==> src/rtl/or1200_keccak_rdbuf.sv <==
// Keccak digest read-out buffer: issues core starts, captures the digest, returns one word per read.
// Define OR1200_KECCAK_RDBUF_BSWAP_EN to byte-swap each returned word (little-endian lanes to big-endian).
module or1200_keccak_rdbuf #(
  parameter int WIDTH        = 32,
  parameter int DIGEST_WORDS = 8,
  parameter int PTR_W        = 3
) (
  input  logic                          clk,
  input  logic                          rst,
  input  logic                          ex_freeze,
  input  logic                          kc_start,
  input  logic                          kc_rd,
  output logic                          core_start,
  input  logic                          core_done,
  input  logic [DIGEST_WORDS*WIDTH-1:0] core_digest,
  output logic                          keccak_stall,
  output logic                          keccak_busy,
  output logic [WIDTH-1:0]              keccak_dataout,
  output logic                          keccak_valid
);

  typedef enum logic [1:0] {IDLE, RUN, READY} state_t;

  state_t           state, state_nxt;
  logic [PTR_W-1:0] ptr, ptr_nxt;
  logic [WIDTH-1:0] buf_q [DIGEST_WORDS];
  logic             acc_start, acc_rd, last_word;
  logic             do_start, do_read, capture;
  logic [WIDTH-1:0] rd_word, out_word;

  // Stall depends only on registered state so it never forms a loop with core_done.
  assign keccak_stall = kc_rd & (state == RUN);
  assign keccak_busy  = (state == RUN);
  assign acc_start    = kc_start & ~ex_freeze & ~keccak_stall;
  assign acc_rd       = kc_rd & ~ex_freeze & ~keccak_stall;
  assign last_word    = (ptr == PTR_W'(DIGEST_WORDS - 1));

  always_comb begin
    state_nxt = state;
    ptr_nxt   = ptr;
    do_start  = 1'b0;
    do_read   = 1'b0;
    capture   = 1'b0;
    case (state)
      IDLE: begin
        if (acc_start) begin
          do_start  = 1'b1;
          ptr_nxt   = '0;
          state_nxt = RUN;
        end else if (acc_rd) begin
          do_read = 1'b1;
        end
      end
      RUN: begin
        if (core_done) begin
          capture   = 1'b1;
          ptr_nxt   = '0;
          state_nxt = READY;
        end
      end
      READY: begin
        if (acc_start) begin
          do_start  = 1'b1;
          ptr_nxt   = '0;
          state_nxt = RUN;
        end else if (acc_rd) begin
          do_read = 1'b1;
          if (last_word) begin
            ptr_nxt   = '0;
            state_nxt = IDLE;
          end else begin
            ptr_nxt = ptr + 1'b1;
          end
        end
      end
      default: state_nxt = IDLE;
    endcase
  end

  // Reads outside READY return zero rather than hanging the pipeline.
  assign rd_word = (state == READY) ? buf_q[ptr] : '0;

`ifdef OR1200_KECCAK_RDBUF_BSWAP_EN
  function automatic logic [WIDTH-1:0] bswap(input logic [WIDTH-1:0] w);
    logic [WIDTH-1:0] r;
    r = '0;
    for (int i = 0; i < WIDTH / 8; i++) begin
      r[8*i +: 8] = w[WIDTH-8-8*i +: 8];
    end
    return r;
  endfunction
  assign out_word = bswap(rd_word);
`else
  assign out_word = rd_word;
`endif

  always_ff @(posedge clk or negedge rst) begin
    if (!rst) begin
      state <= IDLE;
      ptr   <= '0;
    end else begin
      state <= state_nxt;
      ptr   <= ptr_nxt;
    end
  end

  always_ff @(posedge clk or negedge rst) begin
    if (!rst) begin
      for (int i = 0; i < DIGEST_WORDS; i++) buf_q[i] <= '0;
      keccak_dataout <= '0;
      keccak_valid   <= 1'b0;
      core_start     <= 1'b0;
    end else begin
      core_start   <= do_start;
      keccak_valid <= do_read;
      if (capture) begin
        for (int i = 0; i < DIGEST_WORDS; i++) buf_q[i] <= core_digest[i*WIDTH +: WIDTH];
      end
      // Output holds between reads so it stays stable across a WB freeze.
      if (do_read) keccak_dataout <= out_word;
    end
  end

endmodule
==> config.mk <==
export PLATFORM = sky130hd
export DESIGN_NAME = or1200_keccak_rdbuf
export DESIGN_NICKNAME = d
export VERILOG_FILES = /design/src/rtl/or1200_keccak_rdbuf.sv
export SDC_FILE = /design/constraint.sdc
export NUM_CORES = 1
export LEC_CHECK = 0
export CORE_MARGIN = 1.5
export CORE_UTILIZATION = 35
export DETAILED_ROUTE_END_ITERATION = 16
export GPL_TIMING_DRIVEN = 0
export SYNTH_ARGS = -nofsm -noshare
export SYNTH_HDL_FRONTEND = slang
export SYNTH_SLANG_ARGS = --single-unit
export TNS_END_PERCENT = 5
==> constraint.sdc <==
create_clock -name clk -period 5.06 [get_ports clk]
set_input_delay 1.012 -clock clk [delete_from_list [all_inputs] [get_ports clk]]
set_output_delay 1.012 -clock clk [all_outputs]
set_load 0.05 [all_outputs]
[After elaboration in Yosys (flattened, before gate mapping)]
Cells that the tools add are included.
Widths: inputs -> output; s select.
Storage, ports and cells
  register bits: 295
Operators by class
  magnitude comparators: 1
  bitwise logic cells: 8
  equal/unequal tests: 7
  mux-type cells: 23
  add/sub/neg operators: 1
  reductions and logical operators: 5
Operators with widths (number)
  $bmux 32 s3: 1
  $mux 32: 3
  $mux 3: 5
  $mux 2: 5
  $pmux 3 s3: 1
  $reduce_and 4->1: 2
  $mux 1: 7
  $ne 3x3->1 const B: 2
  $pmux 2 s3: 1
  $and 1x1->1: 5
  $ge 4x4->1 const B: 1
  $ne 2x2->1 const B: 2
  $not 3->4: 1
  $add 3x1->3 const B: 1
  $eq 3x3->1 const B: 1
  $reduce_bool 3->1: 1
  $eq 2x1->1 const B: 1
  $eq 2x2->1 const B: 1
  $logic_not 2->1: 1
  $not 1->1: 2
  $reduce_or 2->1: 1

[Longest topological paths before layout]
  depth in word-level cells: 7
  gate-level depth with buffers: 5
  gate-level depth less buffers: 5

[Worst setup path before layout]
Ideal clock, no wire load.
  path kind: reg2out
  start point: reg state[1]
  end point: out keccak_stall
  required time: 4.048 ns
  path buffers: 0
  arrival time: 1.717 ns
  cell stages (with the launch flop): 3
  slack: 2.331 ns
  path through: dfrtp_1 > nor2b_1 > and2_1
On the way
  word-level cells in the longest chain between the ends: 2
RTL lines
  start: declaration: line 24  | state_t state, state_nxt;
  start signal: assignment: line 102  | state <= state_nxt;
  $eq 2x1->1
  via keccak_busy: line 17  | output logic keccak_busy,
  $and 1x1->1: line 32  | assign keccak_stall = kc_rd & (state == RUN);
  end: declaration: line 16  | output logic keccak_stall,
The timed path passes the listed nets, and every way through them passes these cells.

[Worst setup path in the final report]
  start point: in kc_rd
  end point: out keccak_stall
On the way
  word-level cells in the longest chain between the ends: 1
RTL lines
  start: declaration: line 12  | input logic kc_rd,
  $and 1x1->1: line 32
No other way between the ends.

==> impl_results.md <==
- Final Hold Viols: 0
- Ys Warns: 0
- CTS tree: yes
- Setup repair after global routing missed its margin: no
- CP Launch Point: kc_rd
- Final setup viols: 0
- Cell count after synthesis: 898
- Num CTS Buffers: 36
- Placer Congestion: 0.791
- Pre-Repair DR Iteration Count: 4
- Starting Density: 35.7%
- Grt total ovfl: 0
- Slew Viols, Final: 0
- Setup crit end: keccak_stall
- R2R Setup Slk: 2840 ps
- Initial antenna violation count: 8
- Fmax: 285 MHz
- DR DRC count: 0
- Total power: 9.23 mW
- Post-route cell area: 18000 µm²
- Sequential share of the synthesized area: 56.1%
- Peak VDD IR: 0.331 mV
- Iteration-0 DRC Markers: 280
- Die Footprint: 38700 µm²
- Worst-margin pin slew: 767 ps
- Nets: 1499
- Total number of vias: 8537
- Share of cells above drive strength 1: 41.5%
- Number of port buffers: 297
- Synth area leader: dfrtp_1
- Seq cells post-synth: 295
- Worst Reg-to-Reg Cells: 5
- Arr. time, crit path: 2500 ps
- Placed inst area: 16800 µm²
- Top cell type's share of synthesized area: 56.1%
- Most common cell after layout, fill and taps aside: mux2_2
- Final wirelength: 38800 µm
- Worst Setup Start Kind: primary input
- Placeable core area: 36800 µm²
- CP required: 4050 ps
- Register clock-pin slew on the reported worst setup and hold paths: 60 ps
- I/O pins: 298
- Mapped Nets: 1162
- Num rows: 70
- Distinct cell type count after synthesis: 27
- Final period util: 69.4%
- Setup TNS Final: 0 ps
- FF-to-FF Start: ptr[1]
- Total setup buffers inserted after CTS: 0
- Post-cts sizing count: 0
- Hold WC Path Type: flip-flop to flip-flop
- Min cycle time layout: 3510 ps
- GR Util All Layers: 20.0%
- PwrDens: 512 nW/µm²
- Final HPWL from detailed placement: 29000 µm
- Syn avg cell area: 14.6 µm²
- Leakage: 7.46 nW
- Antenna viol nets, final: 0
- P&R area growth vs syn: 37.0%
- Final Hold Slack: 478 ps
- Hold_buf cts: 0
- Die width: 197 µm
- Vias per cell: 4.92
- Critical-path maximum fanout: 5
- Final core utilization: 49.0%
- Crit. End Element: output port
- R2r endpoint: keccak_dataout[24]
- Largest net degree at the start of global routing: 115
- First-pass GRT wire length: 57700 µm
- Most frequent cells in the layout: 387 x mux2_2, 296 x clkdlybuf4s50_1, 295 x dfrtp_1
- Clk_skew: 12.8 ps
- Status: finished clean
- Clk sinks: 295
- Mapped cell area: 13100 µm²
- Crit Path Class: primary input to output port
- Clock latency on the worst-skew pair: 510 ps
- Max-Cap Viols: 0
- # fillers: 3337
- Slew HR: 48.9%
- Chip Height: 197 µm
- Avg WL per Cell: 22.3 µm
- Ranking of synthesized cells by area: dfrtp_1 56%, mux2_2 33%, o22ai_1 3.0%, o31ai_2 2.9%, buf_2 1.4%
- Vias in the first global route: 9257
- Clock buffer depth: 3
- Hold_sp: keccak_dataout[1]
- CTS H-Tree Depth: 2
- Root buf cell: clkbuf_16
-- how the worst min path moves through the flow --
| stage | endpoint | slack (ps) | depth (start not counted) |
|---|---|---|---|
| after floorplan | buf_q[31] | 470 | 1 |
| after global placement | keccak_dataout[0] | 460 | 2 |
| after detailed placement | keccak_dataout[1] | 470 | 2 |
| after CTS | keccak_dataout[1] | 480 | 2 |
| after global routing | keccak_dataout[13] | 500 | 2 |
| final | keccak_dataout[1] | 480 | 2 |
-- flip-flops by register name (all words and copies together) (netlist names) --
signal and flops:
keccak_dataout 32, core_start 1, buf_q 256, ptr 3
keccak_valid 1, state 2
-- power by group --
group,switching [mW],internal [mW]
Sequential,0.464,3.36
Combinational,1.18,1.54
Clock,1.01,1.68
Total,2.65,6.58
-- final cells by class --
| type | instances | area, µm² | share of cell area (%) |
|---|---|---|---|
| antenna | 8 | 20.0 | 0.111 |
| clock buffer | 49 | 1030 | 5.72 |
| sequential | 295 | 7380 | 41.0 |
| tap | 468 | 586 | 3.25 |
| clock inverter | 13 | 196 | 1.09 |
| multi-input combinational | 538 | 5440 | 30.2 |
| timing repair buffer | 299 | 3030 | 16.8 |
| inverter | 2 | 7.51 | 0.0417 |
| buffer | 63 | 314 | 1.74 |
-- cell families (layout without fill, tap and decap cells) --
group | count (synthesis) | count (layout) | synth area share [%]
mux | 387 | 387 | 33.1
flops | 295 | 295 | 56.1
compound gates | 101 | 101 | 6.24
buf+inv | 65 | 426 | 2.45
simple gates | 48 | 48 | 1.83
fa+ha+maj | 2 | 2 | 0.190
other cells | 0 | 8 | 0
-- per-stage QoR --
step | instances | worst slack, ps
after global placement | 1663 | -10500
after CTS | 1727 | 1540
after detailed placement | 1665 | 1540
final | 1735 | 1550
after floorplan | 898 | 2330
after global routing | 1733 | 1510
-- cell usage after synthesis, drive strengths merged --
cell	count
a21o	1
a21oi	2
and2	1
buf	45
clkbuf	18
dfrtp	295
ha	2
inv	2
mux2	387
nand2	33
nand2b	3
nand3b	1
nor2	1
nor2b	2
nor3b	2
nor4	1
nor4b	1
o21ai	1
o22ai	64
o31ai	33
or2	1
or4b	2
-- critical path: stages --
cell,delay (ps)
clkdlybuf4s50_1,540
and2_1,140
clkdlybuf4s50_1,800
-- layer usage --
metal	part of all wire (%)	GRT usage, %	routed length [µm]
met1	46	27.9	17900
met3	5.6	4.33	2180
met2	46	31.1	17800
met5	0	0	0
met4	2.2	6.30	871
(Power assumes the default switching activity.)
